$ cat config.mk
export PLATFORM = sky130hd
export DESIGN_NAME = fp_add_align_pipe_flat
export DESIGN_NICKNAME = d
export VERILOG_FILES = /design/src/rtl/fp_add_align_pipe_if.sv /design/src/rtl/fp_add_align_pipe.sv /design/src/flat_wrapper.sv
export SDC_FILE = /design/constraint.sdc
export NUM_CORES = 1
export LEC_CHECK = 0
export CORE_UTILIZATION = 53
export DETAILED_ROUTE_END_ITERATION = 8
export PLACE_DENSITY = 0.88
export SLEW_MARGIN = 20
export SYNTH_ARGS = -nofsm -noshare
export SYNTH_HDL_FRONTEND = slang
export SYNTH_SLANG_ARGS = --single-unit
$ cat constraint.sdc
create_clock -name clk -period 2.61 [get_ports clk]
set_clock_uncertainty 0.2 [all_clocks]
set_input_delay 0.522 -clock clk [delete_from_list [all_inputs] [get_ports clk]]
set_output_delay 0.522 -clock clk [all_outputs]
set_load 0.02 [all_outputs]
$ cat src/rtl/fp_add_align_pipe_if.sv
// Handshake and data bundle between the operand source, the alignment
// front end and the downstream add/normalise stage.
interface fp_add_align_pipe_if #(
  parameter int EXP_W = 5,
  parameter int MAN_W = 10
);
  localparam int FP_W   = 1 + EXP_W + MAN_W;
  localparam int FRAC_W = MAN_W + 4;

  // Operand side
  logic              in_valid;
  logic              in_ready;
  logic [FP_W-1:0]   op_a;
  logic [FP_W-1:0]   op_b;
  logic              op_sub;

  // Result side
  logic              out_valid;
  logic              out_ready;
  logic              sign_big;
  logic              sign_small;
  logic              eff_sub;
  logic [EXP_W-1:0]  exp_max;
  logic [FRAC_W-1:0] frac_big;
  logic [FRAC_W-1:0] frac_small;
  logic              out_nan;
  logic              out_inf;

  // Drives operands and consumes results
  modport master (
    output in_valid, op_a, op_b, op_sub, out_ready,
    input  in_ready, out_valid, sign_big, sign_small, eff_sub,
           exp_max, frac_big, frac_small, out_nan, out_inf
  );

  // The alignment pipeline itself
  modport slave (
    input  in_valid, op_a, op_b, op_sub, out_ready,
    output in_ready, out_valid, sign_big, sign_small, eff_sub,
           exp_max, frac_big, frac_small, out_nan, out_inf
  );
endinterface

$ cat src/rtl/fp_add_align_pipe.sv
// Two-stage alignment front end for the systolic-array FP adder.
// S1 orders the operands by magnitude and flags specials; S2 right-shifts
// the smaller significand with guard/round/sticky and drives the outputs.
module fp_add_align_pipe #(
  parameter int EXP_W = 5,
  parameter int MAN_W = 10
) (
  input logic                clk,
  input logic                nRST,
  fp_add_align_pipe_if.slave bus
);
  localparam int FP_W   = 1 + EXP_W + MAN_W;
  localparam int FRAC_W = MAN_W + 4;
  localparam logic [EXP_W-1:0] EXP_ONE = {{(EXP_W-1){1'b0}}, 1'b1};

  // ---------------- S1 compare logic ----------------
  logic             a_sign, b_sign, a_hid, b_hid, a_nan, b_nan, a_inf, b_inf, b_big;
  logic [EXP_W-1:0] a_exp, b_exp, a_eexp, b_eexp, big_exp, small_exp;
  logic [MAN_W-1:0] a_man, b_man;
  logic             nan_s1, inf_s1;

  assign a_sign = bus.op_a[FP_W-1];
  assign b_sign = bus.op_b[FP_W-1] ^ bus.op_sub;
  assign a_exp  = bus.op_a[FP_W-2 -: EXP_W];
  assign b_exp  = bus.op_b[FP_W-2 -: EXP_W];
  assign a_man  = bus.op_a[MAN_W-1:0];
  assign b_man  = bus.op_b[MAN_W-1:0];
  assign a_hid  = |a_exp;
  assign b_hid  = |b_exp;
  // Denormals share the exponent of the smallest normal
  assign a_eexp = a_hid ? a_exp : EXP_ONE;
  assign b_eexp = b_hid ? b_exp : EXP_ONE;
  assign a_nan  = (&a_exp) && (|a_man);
  assign b_nan  = (&b_exp) && (|b_man);
  assign a_inf  = (&a_exp) && !(|a_man);
  assign b_inf  = (&b_exp) && !(|b_man);
  // Strict compare: on equal magnitude A stays the big operand
  assign b_big     = {b_eexp, b_man} > {a_eexp, a_man};
  assign big_exp   = b_big ? b_eexp : a_eexp;
  assign small_exp = b_big ? a_eexp : b_eexp;
  // Opposite-signed infinities cancel to NaN
  assign nan_s1 = a_nan || b_nan || (a_inf && b_inf && (a_sign ^ b_sign));
  assign inf_s1 = (a_inf || b_inf) && !nan_s1;

  // ---------------- Handshake ----------------
  logic s1_valid_q, s1_valid_d, out_valid_q, out_valid_d;
  logic s1_en, s2_en, s1_load, s2_load;

  assign s2_en         = !out_valid_q || bus.out_ready;
  assign s1_en         = !s1_valid_q || s2_en;
  assign s1_load       = s1_en && bus.in_valid;
  assign s2_load       = s2_en && s1_valid_q;
  assign s1_valid_d    = s1_en ? bus.in_valid : s1_valid_q;
  assign out_valid_d   = s2_en ? s1_valid_q : out_valid_q;
  assign bus.in_ready  = s1_en;

  // Pipeline valid bits; cleared at once by reset so in-flight pairs vanish
  always_ff @(posedge clk or negedge nRST) begin
    if (!nRST) begin
      s1_valid_q  <= 1'b0;
      out_valid_q <= 1'b0;
    end else begin
      s1_valid_q  <= s1_valid_d;
      out_valid_q <= out_valid_d;
    end
  end

  // ---------------- S1 data registers ----------------
  logic              s1_sign_big_q, s1_sign_small_q, s1_nan_q, s1_inf_q;
  logic [EXP_W-1:0]  s1_exp_q, s1_diff_q;
  logic [FRAC_W-1:0] s1_frac_big_q, s1_frac_small_q;

  // Capture the ordered operand pair; held while S1 is stalled
  always_ff @(posedge clk) begin
    if (s1_load) begin
      s1_sign_big_q   <= b_big ? b_sign : a_sign;
      s1_sign_small_q <= b_big ? a_sign : b_sign;
      s1_exp_q        <= big_exp;
      s1_diff_q       <= big_exp - small_exp;
      s1_frac_big_q   <= b_big ? {b_hid, b_man, 3'b000} : {a_hid, a_man, 3'b000};
      s1_frac_small_q <= b_big ? {a_hid, a_man, 3'b000} : {b_hid, b_man, 3'b000};
      s1_nan_q        <= nan_s1;
      s1_inf_q        <= inf_s1;
    end
  end

  // ---------------- S2 alignment shift ----------------
  logic [FRAC_W-1:0] shifted, lost_mask;
  logic [31:0]       diff_wide;
  logic              lost;

  assign diff_wide = {{(32-EXP_W){1'b0}}, s1_diff_q};

  // Right-shift with sticky; a shift past the field leaves only the sticky
  always_comb begin
    shifted   = {FRAC_W{1'b0}};
    lost_mask = {FRAC_W{1'b0}};
    lost      = 1'b0;
    if (diff_wide >= 32'(FRAC_W)) begin
      shifted = {{(FRAC_W-1){1'b0}}, |s1_frac_small_q};
    end else begin
      lost_mask  = ({{(FRAC_W-1){1'b0}}, 1'b1} << s1_diff_q) - {{(FRAC_W-1){1'b0}}, 1'b1};
      lost       = |(s1_frac_small_q & lost_mask);
      shifted    = s1_frac_small_q >> s1_diff_q;
      shifted[0] = shifted[0] | lost;
    end
  end

  logic              sign_big_q, sign_small_q, nan_q, inf_q;
  logic [EXP_W-1:0]  exp_max_q;
  logic [FRAC_W-1:0] frac_big_q, frac_small_q;

  // Output registers; zeroed by reset, held while the consumer stalls
  always_ff @(posedge clk or negedge nRST) begin
    if (!nRST) begin
      sign_big_q   <= 1'b0;
      sign_small_q <= 1'b0;
      nan_q        <= 1'b0;
      inf_q        <= 1'b0;
      exp_max_q    <= {EXP_W{1'b0}};
      frac_big_q   <= {FRAC_W{1'b0}};
      frac_small_q <= {FRAC_W{1'b0}};
    end else if (s2_load) begin
      sign_big_q   <= s1_sign_big_q;
      sign_small_q <= s1_sign_small_q;
      nan_q        <= s1_nan_q;
      inf_q        <= s1_inf_q;
      exp_max_q    <= s1_exp_q;
      frac_big_q   <= s1_frac_big_q;
      frac_small_q <= shifted;
    end else begin
      sign_big_q   <= sign_big_q;
      sign_small_q <= sign_small_q;
      nan_q        <= nan_q;
      inf_q        <= inf_q;
      exp_max_q    <= exp_max_q;
      frac_big_q   <= frac_big_q;
      frac_small_q <= frac_small_q;
    end
  end

  assign bus.out_valid  = out_valid_q;
  assign bus.sign_big   = sign_big_q;
  assign bus.sign_small = sign_small_q;
  assign bus.eff_sub    = sign_big_q ^ sign_small_q;
  assign bus.exp_max    = exp_max_q;
  assign bus.frac_big   = frac_big_q;
  assign bus.frac_small = frac_small_q;
  assign bus.out_nan    = nan_q;
  assign bus.out_inf    = inf_q;
endmodule

$ cat src/flat_wrapper.sv
// flat-port wrapper written by rule: the top's interface ports become plain ports
module fp_add_align_pipe_flat 
#(
  parameter int EXP_W = 5,
  parameter int MAN_W = 10
)
  (clk, nRST, bus_in_valid, bus_op_a, bus_op_b, bus_op_sub, bus_out_ready, bus_in_ready, bus_out_valid, bus_sign_big, bus_sign_small, bus_eff_sub, bus_exp_max, bus_frac_big, bus_frac_small, bus_out_nan, bus_out_inf);
  fp_add_align_pipe_if #(.EXP_W(EXP_W), .MAN_W(MAN_W)) bus_i ();
  input logic clk;
  input logic nRST;
  input wire logic [$bits(bus_i.in_valid)-1:0] bus_in_valid;
  input wire logic [$bits(bus_i.op_a)-1:0] bus_op_a;
  input wire logic [$bits(bus_i.op_b)-1:0] bus_op_b;
  input wire logic [$bits(bus_i.op_sub)-1:0] bus_op_sub;
  input wire logic [$bits(bus_i.out_ready)-1:0] bus_out_ready;
  output wire logic [$bits(bus_i.in_ready)-1:0] bus_in_ready;
  output wire logic [$bits(bus_i.out_valid)-1:0] bus_out_valid;
  output wire logic [$bits(bus_i.sign_big)-1:0] bus_sign_big;
  output wire logic [$bits(bus_i.sign_small)-1:0] bus_sign_small;
  output wire logic [$bits(bus_i.eff_sub)-1:0] bus_eff_sub;
  output wire logic [$bits(bus_i.exp_max)-1:0] bus_exp_max;
  output wire logic [$bits(bus_i.frac_big)-1:0] bus_frac_big;
  output wire logic [$bits(bus_i.frac_small)-1:0] bus_frac_small;
  output wire logic [$bits(bus_i.out_nan)-1:0] bus_out_nan;
  output wire logic [$bits(bus_i.out_inf)-1:0] bus_out_inf;
  assign bus_i.in_valid = bus_in_valid;
  assign bus_i.op_a = bus_op_a;
  assign bus_i.op_b = bus_op_b;
  assign bus_i.op_sub = bus_op_sub;
  assign bus_i.out_ready = bus_out_ready;
  assign bus_in_ready = bus_i.in_ready;
  assign bus_out_valid = bus_i.out_valid;
  assign bus_sign_big = bus_i.sign_big;
  assign bus_sign_small = bus_i.sign_small;
  assign bus_eff_sub = bus_i.eff_sub;
  assign bus_exp_max = bus_i.exp_max;
  assign bus_frac_big = bus_i.frac_big;
  assign bus_frac_small = bus_i.frac_small;
  assign bus_out_nan = bus_i.out_nan;
  assign bus_out_inf = bus_i.out_inf;
  fp_add_align_pipe #(.EXP_W(EXP_W), .MAN_W(MAN_W)) u_core (.clk(clk), .nRST(nRST), .bus(bus_i));
endmodule
==> results of run 1 <==
==> report_power, final <==
group	switching, mW	internal (mW)	total [mW]
Clock	0.416	0.530	0.946
Sequential	0.0885	1.37	1.45
Combinational	0.586	0.564	1.15
Total	1.09	2.46	3.55
==> sequential cells by signal (all words and copies together) (netlist names) <==
name	count
u_core.bus.sign_big	1
u_core.bus.sign_small	1
u_core.s1_diff_q	5
u_core.bus.exp_max	5
u_core.s1_valid_q	1
u_core.s1_sign_big_q	1
u_core.s1_inf_q	1
u_core.s1_exp_q	5
u_core.bus.frac_small	14
u_core.s1_frac_big_q	11
u_core.s1_nan_q	1
u_core.s1_sign_small_q	1
u_core.bus.frac_big	11
u_core.bus.out_nan	1
u_core.bus.out_inf	1
u_core.s1_frac_small_q	11
u_core.bus.out_valid	1
==> cell type report <==
class / instances / area [um^2] / area share (%)
Multi-Input combinational cell: 268 / 2110 / 36.6
Sequential cell: 72 / 1980 / 34.4
Clock inverter: 7 / 86.3 / 1.50
Timing Repair Buffer: 139 / 1250 / 21.8
Inverter: 22 / 82.6 / 1.43
Clock buffer: 9 / 124 / 2.15
Tap cell: 99 / 124 / 2.15
==> critical path: cells and delay by family <==
| kind | cells | cell delay [ns] |
|---|---|---|
| compound gates | 6 | 1.32 |
| buf+inv | 1 | 0.45 |
| fa+ha+maj | 2 | 0.44 |
| mux | 1 | 0.16 |
| simple gates | 2 | 0.12 |
| xor+xnor | 1 | 0.12 |
==> cell usage in the layout (no fill, tap or decap), types with 7 or more instances in the layout <==
master / instances
a22o_1: 8
a21oi_1: 14
inv_2: 7
mux2_2: 31
buf_4: 64
edfxtp_1: 36
clkbuf_8: 9
nand2b_1: 7
nand3_1: 8
ha_4: 7
clkdlybuf4s50_1: 48
ha_1: 7
nor2_1: 18
inv_1: 15
o21ai_0: 24
nand2_1: 33
dlymetal6s2s_1: 10
dfrtp_1: 36
mux2i_1: 22
==> what timing repair did <==
action / CTS / global route
setup buffers: 9 / 2
gates cloned: 0 / 0
resized for setup: 52 / 27
endpoints found under the setup margin: 33 / 33
pin swaps: 14 / 17
==> Yosys cell counts, types with 2 or more instances <==
library cell | n | area [um^2]
dfrtp_1 | 36 | 901
edfxtp_1 | 36 | 1080
nand2_1 | 34 | 128
mux2_2 | 31 | 349
o21ai_0 | 27 | 135
mux2i_1 | 25 | 250
inv_1 | 21 | 78.8
nor2_1 | 21 | 78.8
a21oi_1 | 18 | 90.1
clkbuf_1 | 15 | 56.3
ha_1 | 15 | 188
a22o_1 | 8 | 70.1
nand3_1 | 8 | 40.0
nand2b_1 | 7 | 43.8
nor4_1 | 7 | 43.8
buf_4 | 6 | 45.0
nor3_1 | 6 | 30.0
o22ai_1 | 6 | 37.5
a211oi_1 | 5 | 37.5
xnor2_1 | 5 | 43.8
nor2b_1 | 4 | 25.0
a21o_1 | 3 | 22.5
and2_1 | 3 | 18.8
and3_1 | 3 | 18.8
nand4_1 | 3 | 18.8
a31oi_1 | 2 | 12.5
buf_6 | 2 | 22.5
nand3b_1 | 2 | 15.0
o31ai_1 | 2 | 15.0
==> logic make-up (layout without fill, tap and decap cells) <==
family,count (synthesis),after routing,synth area share (%)
compound gates,82,82,12.6
flops,72,72,48.1
other cells,1,3,0.0910
xor+xnor,7,7,1.94
mux,57,57,14.9
simple gates,104,104,12.5
buf+inv,47,177,5.22
fa+ha+maj,15,15,4.56
==> through the flow <==
step                area, um^2  total power, mW
floorplan                 4220             2.10
global placement          5330             2.52
detailed placement        5330             2.56
CTS                       5660             3.53
global route              5760             3.70
finish                    5760             3.55
==> worst max path at each step <==
stage | start | to | slack (ns) | cells after the start
global route | bus_op_b[3] | u_core.s1_diff_q[4]$_DFFE_PP_ | -0.69 | 13
finish | bus_op_b[3] | u_core.s1_diff_q[4]$_DFFE_PP_ | -0.65 | 13
detailed placement | bus_op_a[14] | u_core.s1_diff_q[4]$_DFFE_PP_ | -1.25 | 13
floorplan | bus_op_a[14] | u_core.s1_diff_q[4]$_DFFE_PP_ | -0.64 | 15
global placement | bus_op_b[14] | u_core.s1_diff_q[4]$_DFFE_PP_ | -1.09 | 16
CTS | bus_op_b[12] | u_core.s1_diff_q[4]$_DFFE_PP_ | -0.56 | 16
==> metal layers <==
metal / wire length (um) / part of all wire [%] / up-vias
met1: 4310 / 39 / 1733
li1: - / - / 1651
met3: 490 / 4.5 / 41
met2: 5830 / 53 / 154
met5: 0 / 0 / -
met4: 366 / 3.3 / 0
==> impl_results.rst, run 1 <==
.. list-table::
   :header-rows: 1

   * - Metric
     - Value
   * - Die H
     - 90.2 um
   * - Setup repair after global routing missed its margin
     - true
   * - Worst reg2reg startpoint
     - u_core.s1_diff_q[0]$_DFFE_PP_
   * - Most numerous cell on the critical path
     - nand2_1
   * - Number of routed nets with antenna violations
     - 0
   * - Routed Wire Length
     - 11.0 mm
   * - Max capacitance violation total
     - 0
   * - Violations in the final reports
     - negative setup slack
   * - Number of placed instances with taps included
     - ~590
   * - Highest-utilization routing layer at the global route stage
     - met2
   * - Synth Instances
     - slightly below 400
   * - R2R Path End
     - u_core.bus.frac_small[0]$_DFFE_PN0P_
   * - Power per cell area
     - between 600 and 700 nW/um^2
   * - Placeable core region
     - about 7400 um^2
   * - Area of the die
     - about 8100 um^2
   * - Actual transition at the worst max-transition pin
     - between 0.8 and 0.9 ns
   * - Std cell rows
     - 31
   * - Diodes inserted
     - 0
   * - Largest net degree at the start of global routing
     - 37
   * - Post-synth EDFFs
     - 36
   * - Clock slew seen by the registers of the worst setup and hold paths
     - approximately 0.08 ns
   * - Via-to-Cell Ratio
     - slightly below 6
   * - Peak VDD IR
     - ~0.32 mV
   * - Final-layout worst hold slack
     - between 0.05 and 0.06 ns
   * - Type of the worst min-delay path
     - input port to async pin
   * - Layout cell share with drive strength beyond 1
     - 30.4%
   * - Most used DFF post-synth
     - edfxtp_1
   * - Highest cell delay on the worst timing path
     - between 0.4 and 0.5 ns
   * - Critical path arrival
     - roughly 3.2 ns
   * - DRC
     - 0
   * - Number of fill cells
     - roughly 460
   * - Crit end category
     - flop
   * - CTS Hold Bufs
     - 0
   * - Cell variety after synth
     - 53
   * - Share of the core filled with cells
     - 78.1%
   * - Iteration-0 DRC count of the detailed router
     - approximately 210
   * - Clock tree from TritonCTS
     - done
   * - Final Cycle Share
     - 125%
   * - Final cell count without fillers
     - 616
   * - Post-synth design cell area
     - ~4100 um^2
   * - Clock root buffer
     - clkbuf_8
   * - Setup TNS Final
     - -6.54 ns
   * - Placed wire-length estimate after detailed placement
     - ~7.6 mm
   * - Number of antenna violations at the first check in global routing
     - 0
   * - Sequential element share of the synthesized area
     - about half
   * - Headroom to the max-slew limit
     - a little under half
   * - Slowest cell on crit path
     - clkdlybuf4s50_1
   * - Warning count from the yosys run
     - 0
   * - Met3 demand-to-capacity share in global routing
     - under 10%
   * - Max-slew violation count
     - 0
   * - Via count of the first global-routing pass
     - 3704
   * - Final Worst Setup Slack
     - -0.654 ns
   * - Global routing met1 resource utilization
     - between 30% and 40%
   * - Via total after detailed routing
     - between 3000 and 4000
   * - Clock Sinks
     - 72
   * - Average cell area after synthesis
     - 10.7 um^2
   * - Synthesized flop and latch total
     - slightly above 70
   * - Result of the run
     - complete, but fails checks
   * - Count of TritonRoute iterations in the first routing pass
     - 5
   * - Detail-routed net length per standard cell
     - between 15 and 20 um
   * - Initial Util
     - 55.9%
   * - Global-route total usage across every layer
     - between 20% and 30%
   * - Clock insertion delay at the later pin of the skew report
     - about 0.35 ns
   * - Proportion of synthesized flip-flops having asynchronous set or reset
     - about 50%
   * - Final count of hold timing violations
     - 0
   * - Met2 layer usage reported by global route
     - roughly 50%
   * - Synth-to-layout area growth
     - 39.8%
   * - Nets
     - around 560
   * - Static Leakage
     - approximately 2.5 nW
   * - Residual overflow from global routing
     - 0
   * - Biggest fanout along the worst timing path
     - 3
   * - Boundary Pins
     - 77
   * - Last weighted congestion value of the routability-driven placer
     - approximately 0.9
   * - TritonCTS Buffers
     - 9
   * - Maximum root-to-sink buffer count
     - 2
   * - Global-route wire length before repair
     - between 15 and 20 mm
   * - Maximum frequency from static timing analysis
     - roughly 310 MHz
   * - Worst Reg2Reg Path Length in Cells
     - 8
   * - Category of the most critical setup path
     - input port to flop
   * - Max H-tree Level
     - 3
   * - Setup slack of the most critical reg-to-reg path
     - 0.37 ns
   * - Cell breakdown of the critical path
     - clkdlybuf4s50_1 > ha_1 > a21oi_2 > o21ai_1 > o21a_1 > o31a_2 > mux2i_2 > ha_2 > nand2_1 > nand2_1 > a21o_1 > a311oi_2 > xnor2_1
   * - Critical Path Start Type
     - input port
   * - Port Buffer Count
     - 73
   * - Data required time of the worst path
     - between 2 and 3 ns
   * - Placement Setup Slack
     - -1.25 ns
   * - Final Critical Period
     - about 3.3 ns
   * - Setup-violating endpoint count in the final report
     - 30
   * - Die X-Extent
     - ~90 um
(Power assumes the default switching activity.)
==> inputs of run 2 (changes only) <==
--- a/config.mk
+++ b/config.mk
@@ -5,8 +5,10 @@
 export SDC_FILE = /design/constraint.sdc
 export NUM_CORES = 1
 export LEC_CHECK = 0
+export CAP_MARGIN = 15
 export CORE_UTILIZATION = 53
 export DETAILED_ROUTE_END_ITERATION = 8
+export MAX_ROUTING_LAYER = met4
 export PLACE_DENSITY = 0.88
 export SLEW_MARGIN = 20
 export SYNTH_ARGS = -nofsm -noshare
==> run 2 against run 1 <==
Net effect: non-clock buffer count is 8 higher; sequential cell count stayed put; worst setup slack better by 0.13 ns; critical path type unchanged; the flow still finishes with violations (negative setup slack); sequential power hardly changed; wire length is 2.2% higher; hold slack worse by 0.0016 ns; critical endpoint unchanged; register-to-register slack worse by 0.11 ns.
==> impl_results.rst, run 2 (synthesis results as in run 1) <==
.. list-table::
   :header-rows: 1

   * - Metric
     - Value
   * - Area of the die
     - between 8000 and 9000 um^2
   * - Leading cell types in the layout, fill and taps excluded
     - 67 x buf_4, 46 x clkdlybuf4s50_1, 36 x dfrtp_1, 36 x edfxtp_1, 31 x mux2_2
   * - Data required time of the worst path
     - roughly 2.5 ns
   * - Number of fill cells
     - roughly 450
   * - Actual transition at the worst max-transition pin
     - approximately 0.79 ns
   * - Initial Util
     - between 50 and 60%
   * - Final Worst Setup Slack
     - -0.528 ns
   * - Gate family responsible for the most delay along the worst path
     - buffers and inverters
   * - Flip-flop count of the largest register, all copies and words added
     - 14
   * - CTS Hold Bufs
     - 0
   * - Type of the worst min-delay path
     - input port to async pin
   * - Power per cell area
     - about 600 nW/um^2
   * - Commonest non-fill, non-tap cell in the layout
     - buf_4
   * - Category of the most critical setup path
     - input port to flop
   * - Crit end category
     - flop
   * - Placement Setup Slack
     - -1.24 ns
   * - Via count of the first global-routing pass
     - 3581
   * - Count of TritonRoute iterations in the first routing pass
     - 5
   * - Synth-to-layout area growth
     - 42.5%
   * - Maximum frequency from static timing analysis
     - about 320 MHz
   * - Clock insertion delay at the later pin of the skew report
     - roughly 0.34 ns
   * - Via total after detailed routing
     - between 3000 and 4000
   * - Clock tree from TritonCTS
     - done
   * - Boundary Pins
     - between 70 and 80
   * - Final Critical Period
     - roughly 3.1 ns
   * - Clock slew seen by the registers of the worst setup and hold paths
     - roughly 0.080 ns
   * - DRC
     - 0
   * - Count of buffer and inverter cells on the critical path
     - 3
   * - Last weighted congestion value of the routability-driven placer
     - ~0.89
   * - Setup-violating endpoint count in the final report
     - 30
   * - Number of routed nets with antenna violations
     - 0
   * - Global-route total usage across every layer
     - 28.3%
   * - Global-route wire length before repair
     - approximately 17 mm
   * - Biggest fanout along the worst timing path
     - 16
   * - Final Cycle Share
     - 120%
   * - Largest net degree at the start of global routing
     - 37
   * - Static Leakage
     - around 2.5 nW
   * - Residual overflow from global routing
     - 0
   * - Die H
     - 90.2 um
   * - Setup repair after global routing missed its margin
     - true
   * - Violations in the final reports
     - negative setup slack
   * - Std cell rows
     - 31
   * - Critical Path Start Type
     - input port
   * - Critical path arrival
     - between 3 and 4 ns
   * - Routed Wire Length
     - 11.2 mm
   * - Cell breakdown of the critical path
     - clkdlybuf4s50_1 > ha_1 > nand2_1 > nor4_4 > o21a_1 > o31a_2 > buf_4 > buf_12 > mux2_4 > a311oi_2 > xnor2_1
   * - TritonCTS Buffers
     - 9
   * - Result of the run
     - complete, but fails checks
   * - Clock Sinks
     - between 70 and 80
   * - Layout cell share with drive strength beyond 1
     - 33.1%
   * - Via-to-Cell Ratio
     - approximately 5.8
   * - Detail-routed net length per standard cell
     - between 15 and 20 um
   * - Max capacitance violation total
     - 0
   * - Peak VDD IR
     - roughly 0.33 mV
   * - Final count of hold timing violations
     - 0
   * - Share of the core filled with cells
     - 79.6%
   * - Iteration-0 DRC count of the detailed router
     - ~360
   * - Max-slew violation count
     - 0
   * - Maximum root-to-sink buffer count
     - 2
   * - Placed wire-length estimate after detailed placement
     - about 7.5 mm
   * - Clock root buffer
     - clkbuf_8
   * - Slowest cell on crit path
     - clkdlybuf4s50_1
   * - Headroom to the max-slew limit
     - 47.0%
   * - Port Buffer Count
     - 73
   * - Highest cell delay on the worst timing path
     - approximately 0.44 ns
   * - Number of antenna violations at the first check in global routing
     - 1
   * - Nets
     - about 570
   * - Max H-tree Level
     - 3
   * - Placeable core region
     - about 7400 um^2
   * - Die X-Extent
     - 90.2 um
-- run 2: cell count changes in the layout (fill, tap and decap cells not counted), moves of 3 or more --
cell / change
nand2_1: -3
o21ai_1: +9
o21ai_0: -10
buf_4: +3
dlymetal6s2s_1: -6
nand2_2: +3
dlygate4sd2_1: +8
-- run 2: power by group --
group | switching, mW | total [mW] | internal, mW
sequential | 0.0997 | 1.47 | 1.37
combinational | 0.595 | 1.19 | 0.596
clock | 0.428 | 0.869 | 0.441
total | 1.12 | 3.53 | 2.40
-- run 2: path summary, 6_finish.rpt --
| kind | startpoint | slack, ns | depth (start not counted) | endpoint |
|---|---|---|---|---|
| setup reg to reg | u_core.s1_diff_q[1]$_DFFE_PP_ | 0.26 | 7 | u_core.bus.frac_small[0]$_DFFE_PN0P_ |
| setup / recovery | bus_op_b[7] | -0.53 | 11 | u_core.s1_diff_q[4]$_DFFE_PP_ |
| hold reg to reg | u_core.s1_exp_q[2]$_DFFE_PP_ | 0.28 | 1 | u_core.bus.exp_max[2]$_DFFE_PN0P_ |
| max in group asynchronous | nRST | 1.64 | 1 | u_core.bus.frac_small[2]$_DFFE_PN0P_ |
| hold / removal | nRST | 0.06 | 1 | u_core.bus.frac_big[7]$_DFFE_PN0P_ |
| min in group clk | u_core.s1_exp_q[2]$_DFFE_PP_ | 0.28 | 1 | u_core.bus.exp_max[2]$_DFFE_PN0P_ |
-- run 2: cell type report --
type	instances	area, um^2	area share [%]
Sequential cell	72	1980	33.8
Clock inverter	7	72.6	1.24
Multi-Input combinational cell	268	2130	36.3
Tap cell	99	124	2.11
Antenna cell	1	2.50	0.0426
Clock buffer	9	124	2.11
Timing Repair Buffer	147	1350	23.0
Inverter	22	82.6	1.41
-- run 2: worst reg2reg max path: cells and delay by family, from the launching register on --
family | cells | cell delay, ns
flip-flops | 1 | 0.79
AO/OA/AOI/OAI | 4 | 0.56
multiplexers | 2 | 0.47
AND/OR/NAND/NOR | 1 | 0.27
-- run 2: timing repair --
action	CTS	global route
resized for setup	67	40
cloned	0	3
buffers inserted	12	4
endpoints found under the setup margin	33	33
pin swaps	15	16
-- run 2: metal layers --
layer,part of all wire [%],vias up,GRT usage [%]
met4,3.6,0,15.2
met2,51,181,47.3
met5,0,-,-
met1,40,1710,33.6
li1,-,1671,-
met3,6.1,38,3.30
-- run 2: through the flow --
step	instances	power (mW)	TNS, ns	instance area, um^2	hold slack, ns
final	625	3.53	-5.45	5870	0.0559
after floorplan	387	2.10	-7.46	4220	0.0264
after CTS	617	3.44	-5.70	5660	0.0872
after global placement	589	2.53	-26.84	5330	0.259
after detailed placement	589	2.56	-30.49	5330	0.264
after global routing	625	3.68	-7.21	5870	0.124
